<file path="src/rtl/bch_stream_ctrl.sv">
// Streaming front-end for the BCH(15,7) decoder: issues accepted codewords to the
// decoder, tracks them through its fixed latency with a token pipe, and buffers the
// corrected results in a credit-protected output FIFO with saturating statistics.
module bch_stream_ctrl #(
    parameter int unsigned LAT        = 0,
    parameter int unsigned FIFO_DEPTH = 4,
    parameter int unsigned CNT_W      = 16
) (
    input  logic             clk,
    input  logic             rst,
    input  logic             in_valid,
    output logic             in_ready,
    input  logic [14:0]      in_codeword,
    output logic [14:0]      dec_codeword,
    input  logic [14:0]      dec_corrected,
    input  logic             dec_error_flag,
    output logic             out_valid,
    input  logic             out_ready,
    output logic [14:0]      out_codeword,
    output logic             out_error_flag,
    input  logic             stat_clear,
    output logic [CNT_W-1:0] stat_words,
    output logic [CNT_W-1:0] stat_corrected,
    output logic             busy
);

    localparam int unsigned PtrW = (FIFO_DEPTH > 1) ? $clog2(FIFO_DEPTH) : 1;
    // Wide enough to hold fifo_count + inflight without overflow.
    localparam int unsigned CntW = $clog2(FIFO_DEPTH + LAT + 2) + 1;

    logic             rdy_en_q;
    logic [LAT:0]     tok_q, tok_d;
    logic [CntW-1:0]  inflight;
    logic [CntW-1:0]  fifo_cnt_q, fifo_cnt_d;
    logic [PtrW-1:0]  wr_ptr_q, rd_ptr_q;
    logic [15:0]      mem_q [FIFO_DEPTH];
    logic [14:0]      dec_cw_q;
    logic [CNT_W-1:0] words_q, words_d;
    logic [CNT_W-1:0] corr_q, corr_d;
    logic             accept;
    logic             capture;
    logic             pop;

    // Handshake, credit and status decode from registered state only.
    always_comb begin
        inflight  = CntW'($countones(tok_q));
        in_ready  = rdy_en_q & ((fifo_cnt_q + inflight) < CntW'(FIFO_DEPTH));
        accept    = in_valid & in_ready;
        capture   = tok_q[LAT];
        out_valid = (fifo_cnt_q != '0);
        pop       = out_valid & out_ready;
        busy      = (|tok_q) | (fifo_cnt_q != '0);
    end

    // Token pipe mirrors decoder latency; the last stage marks a valid result.
    always_comb begin
        tok_d    = tok_q << 1;
        tok_d[0] = accept;
    end

    // FIFO occupancy: simultaneous push and pop leaves the count unchanged.
    always_comb begin
        fifo_cnt_d = fifo_cnt_q;
        if (capture && !pop) begin
            fifo_cnt_d = fifo_cnt_q + CntW'(1);
        end else if (!capture && pop) begin
            fifo_cnt_d = fifo_cnt_q - CntW'(1);
        end
    end

    // Saturating statistics; a clear wins over a same-cycle capture.
    always_comb begin
        words_d = words_q;
        corr_d  = corr_q;
        if (stat_clear) begin
            words_d = '0;
            corr_d  = '0;
        end else if (capture) begin
            if (words_q != '1) begin
                words_d = words_q + CNT_W'(1);
            end
            if (dec_error_flag && (corr_q != '1)) begin
                corr_d = corr_q + CNT_W'(1);
            end
        end
    end

    // Control state: ready enable, token pipe, decoder input register, counters.
    always_ff @(posedge clk or negedge rst) begin
        if (!rst) begin
            rdy_en_q   <= 1'b0;
            tok_q      <= '0;
            dec_cw_q   <= '0;
            fifo_cnt_q <= '0;
            wr_ptr_q   <= '0;
            rd_ptr_q   <= '0;
            words_q    <= '0;
            corr_q     <= '0;
        end else begin
            rdy_en_q   <= 1'b1;
            tok_q      <= tok_d;
            fifo_cnt_q <= fifo_cnt_d;
            words_q    <= words_d;
            corr_q     <= corr_d;
            if (accept) begin
                dec_cw_q <= in_codeword;
            end
            if (capture) begin
                wr_ptr_q <= wr_ptr_q + PtrW'(1);
            end
            if (pop) begin
                rd_ptr_q <= rd_ptr_q + PtrW'(1);
            end
        end
    end

    // FIFO storage; cleared on reset so the head reads zero while empty after reset.
    always_ff @(posedge clk or negedge rst) begin
        if (!rst) begin
            for (int unsigned i = 0; i < FIFO_DEPTH; i++) begin
                mem_q[i] <= '0;
            end
        end else if (capture) begin
            mem_q[wr_ptr_q] <= {dec_corrected, dec_error_flag};
        end
    end

    assign dec_codeword   = dec_cw_q;
    assign out_codeword   = mem_q[rd_ptr_q][15:1];
    assign out_error_flag = mem_q[rd_ptr_q][0];
    assign stat_words     = words_q;
    assign stat_corrected = corr_q;

endmodule

</file>
<file path="config.mk">
export PLATFORM = sky130hd
export DESIGN_NAME = bch_stream_ctrl
export DESIGN_NICKNAME = d
export VERILOG_FILES = /design/src/rtl/bch_stream_ctrl.sv
export SDC_FILE = /design/constraint.sdc
export NUM_CORES = 1
export LEC_CHECK = 0
export ABC_AREA = 1
export BUFFER_PORTS_ARGS = -buffer_cell sky130_fd_sc_hd__buf_2
export CAP_MARGIN = 20
export CORE_UTILIZATION = 58
export CTS_BUF_LIST = sky130_fd_sc_hd__clkbuf_8
export DETAILED_ROUTE_END_ITERATION = 7
export PLACE_DENSITY = 0.88
export SYNTH_ARGS = -nofsm -noshare
export SYNTH_HDL_FRONTEND = slang
export SYNTH_SLANG_ARGS = --single-unit
</file>
<file path="constraint.sdc">
create_clock -name clk -period 2.07 [get_ports clk]
set_input_delay 0.207 -clock clk [delete_from_list [all_inputs] [get_ports clk]]
set_output_delay 0.207 -clock clk [all_outputs]
set_load 0.05 [all_outputs]
</file>
==> results.txt <==
* Cts bufs inserted: 17
- Final Instance Area: 7237 um2
* Number of H-tree branching levels: 4
* Worst min-delay path endpoint: mem_q[40]$_DFFE_PN0P_
- Largest family of logic cells by synthesized area: simple AND/OR/NAND/NOR gates
* Effective utilization at floorplan: 60.32%
- The first routing iteration left 348 violations.
- Fraction of power consumed by the clock network: 21.1%
* Fmax: 494.9 MHz
* Origin of the critical flop-to-flop path: fifo_cnt_q[3]$_DFFE_PN0P_
- Path type of the worst setup path: flip-flop to output port
* CTS tree: done
* Proportion of synthesized area in mux cells: 0%
* Mean number of vias per cell: 5.595
* Area of the core region: 9819 um2
- Length in cells of the worst reg-to-reg path: 11
- The synthesized netlist devotes 25.54% of its cell area to simple gates.
- FF-to-FF End: fifo_cnt_q[3]$_DFFE_PN0P_
* Average cell area after synthesis: 8.114 um2
* Clock slew at the register clock pins of the worst setup and hold paths: 0.07 ns
- The congestion estimate from routability-driven global placement came to 0.9559.
- Wire per inst: 15.06 um
* Final cycle utilization of the critical path: 97.60%
- Yosys printed 0 warnings.
- Area of combinational cells with multiple inputs: 2594 um2
- Net switching is 44.88% of the power.
- Via total after detailed routing: 5,578
- Largest fanout on the critical path: 33
- The sequential cells in the finished layout cover a total of 3032 um2.
* Overflow left after global routing: 0
- Total Routing Usage GR: 29.64%
- The tree is rooted in a clkbuf_8.
* Distinct cells, synth: 28
- The signal on the critical path passes through buf_6, o21ai_0, o22ai_1, clkbuf_4.
- Pint: 5.927 mW
* Arrival @ worst endpoint: 1.81 ns
* Cell class contributing the biggest share of worst-path delay: buffers and inverters
- Summing the areas of all xor and xnor instances in the mapped netlist gives 1.627% of the synthesized area.
- After layout, the minimum clock period comes to 2.020 ns.
- Summed over all cells, the static leakage comes to 3.665 nW.
- Deepest clock path buffer count: 2
* Top library cells by usage in the layout, fill and taps aside: nand2_1 (221), dfrtp_1 (118), o21ai_0 (112)
* Pwr/cell area: 1486 nW/um2
- HP Class: primary input to flip-flop
- Final nets: 898
* Number of setup violations in the final report: 0
- Outcome: completed
* Floorplan die area: 10,620 um2
- For the worst-skew pair, the clock arrives at the later sink with an insertion delay of 0.43 ns.
- For this design, the sink count on the clock tree is 121.
* Mapped Nets: 776
* Cell depth of the worst hold path: 3
* Tightest hold margin: 0.08207 ns
- Library cell contributing the largest single delay on the critical path: dfrtp_1
- Of the synthesized area, sequential elements account for 51.12%.
- Critical path endpoint category: output port
- Register bit total from synthesis: 121
* Number of top-level design ports: 102
- The synthesized netlist devotes 2.239% of its cell area to adder and majority cells.
* Largest incremental delay on the critical path: 0.43 ns
- For this run, the detailed router's first-pass iteration total came to 5.
- For this block, the routed nets add up to 15,010 um of wire.
- Row count: 36
- Area of the mapped netlist: 5923 um2
- Commonest non-fill, non-tap cell in the layout: nand2_1
* Initial antenna violation count: 0
- Final max-slew violation count: 0
- The detail route stage leaves a number of antenna-violating nets equal to 0.
- Number of filler cells placed in the layout: 753
* Critical Path Start Type: flip-flop
* Number of violations of the max-capacitance limit: 0
- Summing internal, switching and leakage power gives 10.75 mW.
* Half-perimeter wire length after placement: 9333 um
* Worst Tran Pin Value: 0.5673 ns
- Global-route wire length before repair: 24,010 um
* Power spent charging and discharging nets: 4.827 mW
- Share of the synthesized area in compound gates (AO/OA/AOI/OAI): 13.62%
* Vertical die dimension: 103.1 um
- In this run, the combinational gates consume 43.7% of the power.
- The placed instances occupy a cell area of 6583 um2.
- Number of DRC violations after detailed routing: 0
- Cells with a size suffix above 1 make up 21.18% of the layout.
- Final total negative setup slack: 0 ns
- Number of inserted diodes: 0
* Hold_sp: dec_corrected[7]
* Final hold vios: 0
* Clock tree skew after final layout: 0.007793 ns
- Worst-case register-to-register setup slack: 0.05 ns
- In the synthesized netlist, the number of instances is 730.
* Buffer and inverter count on the worst path: 2
* Signed area change from the synthesized netlist to the final layout: 22.18%
* Number of global-route vias before repair: 5,184
- Buffers added on ports: 101
* Critical path data required time: 1.86 ns
- Headroom to the max-slew limit came out at 62.18%.
- From left edge to right edge, the die measures 103.1 um.
* VDD IR-drop max: 890.9 uV
- Part of the total power dissipated in sequential elements: 35.2%
* Largest net degree at the start of global routing: 77
-- cells in the mapped netlist --
library cell	n	area (um2)
a21oi_1	4	20.02
o21ai_0	112	560.5
buf_1	1	3.750
inv_1	52	195.2
nor2_4	5	56.30
o21bai_1	8	60.06
ha_1	9	112.6
nand4_1	19	118.9
clkbuf_1	21	78.83
nor2_2	4	25.02
xnor2_1	3	26.28
nand2_1	222	833.3
nand3_2	1	10.01
nand3_1	36	180.2
buf_6	4	45.04
fa_1	1	20.02
nor2_1	59	221.5
o21ai_1	3	15.01
o21ai_2	5	43.79
dfrtp_1	121	3028
o211ai_1	1	7.510
nand2_2	6	37.54
o22ai_1	16	100.1
xor2_1	8	70.07
conb_1	1	3.750
buf_2	4	20.02
or2_2	3	18.77
nand2_4	1	11.26
-- power by group through the flow --
| stage | clock network (mW) | registers (mW) | logic (mW) |
|---|---|---|---|
| global placement | 0 | 3.70 | 4.31 |
| floorplan | 0 | 4.16 | 2.93 |
| global route | 2.41 | 3.88 | 5.09 |
| CTS | 2.30 | 3.74 | 4.53 |
| detailed placement | 0 | 3.76 | 4.48 |
| finish | 2.27 | 3.79 | 4.70 |
-- how the worst max path moves through the flow --
stage                                   start                         to  cells past startpoint
floorplan           fifo_cnt_q[2]$_DFFE_PN0P_  fifo_cnt_q[3]$_DFFE_PN0P_                     11
global placement    fifo_cnt_q[2]$_DFFE_PN0P_  fifo_cnt_q[3]$_DFFE_PN0P_                     11
detailed placement  fifo_cnt_q[2]$_DFFE_PN0P_  fifo_cnt_q[3]$_DFFE_PN0P_                     11
CTS                   rd_ptr_q[0]$_DFFE_PN0P_           out_codeword[11]                      4
global route        fifo_cnt_q[2]$_DFFE_PN0P_  fifo_cnt_q[3]$_DFFE_PN0P_                     11
finish                rd_ptr_q[0]$_DFFE_PN0P_           out_codeword[11]                      4
-- area by class of cell --
class,instances,share of cell area [%]
Sequential cell,121,41.89
Multi-Input combinational cell,527,35.84
Timing Repair Buffer,133,11.19
Clock buffer,23,4.374
Inverter,52,2.801
Tap cell,133,2.299
Clock inverter,8,1.608
-- per-stage QoR --
| stage | setup WS [ns] | instances | utilization [%] |
|---|---|---|---|
| 6_report | 0.04959 | 997 | 73.70 |
| 5_1_grt | -0.02933 | 997 | 73.70 |
| 4_1_cts | 0.001711 | 995 | 73.20 |
| 3_5_place_dp | 0.03512 | 948 | 67.04 |
| 3_3_place_gp | 0.1615 | 948 | 67.04 |
| 2_1_floorplan | 0.05415 | 730 | - |
-- state kept, by name, summed over array words and instances, names as in the netlist --
signal and count:
rd_ptr_q 2, rdy_en_q 1, mem_q 64, wr_ptr_q 2, dec_codeword 15, stat_words 16
fifo_cnt_q 4, capture 1, stat_corrected 16
-- routing by layer --
metal  vias to the layer above  global-route usage [%]  share of wire (%)
li1                       2625                       -                  -
met1                      2654                   36.54                 40
met2                       260                   49.33                 51
met3                        39                   7.797                6.8
met4                         0                   13.00                2.5
met5                         -                       0                  0
-- tightest hold or removal path, stage by stage --
cell	delay (ns)
buf_2	0.09
inv_1	0.08
o21ai_0	0.09
-- what timing repair did --
item / in CTS / in global routing
setup endpoints to repair: 14 / 17
pin swaps: 0 / 1
resized for setup: 3 / 10
hold buffers: 16 / 0
hold endpoints to repair: 136 / 0
buffers inserted: 0 / 2
-- logic make-up (layout without fill, tap and decap cells) --
logic type               after synthesis  count (layout)
AO/OA/AOI/OAI                        149             149
AND/OR/NAND/NOR                      356             356
XOR/XNOR                              11              11
flip-flops                           121             121
buffers and inverters                 82             216
other                                  1               1
adder cells (fa/ha/maj)               10              10
No activity file was read; power rests on OpenSTA's default activity.
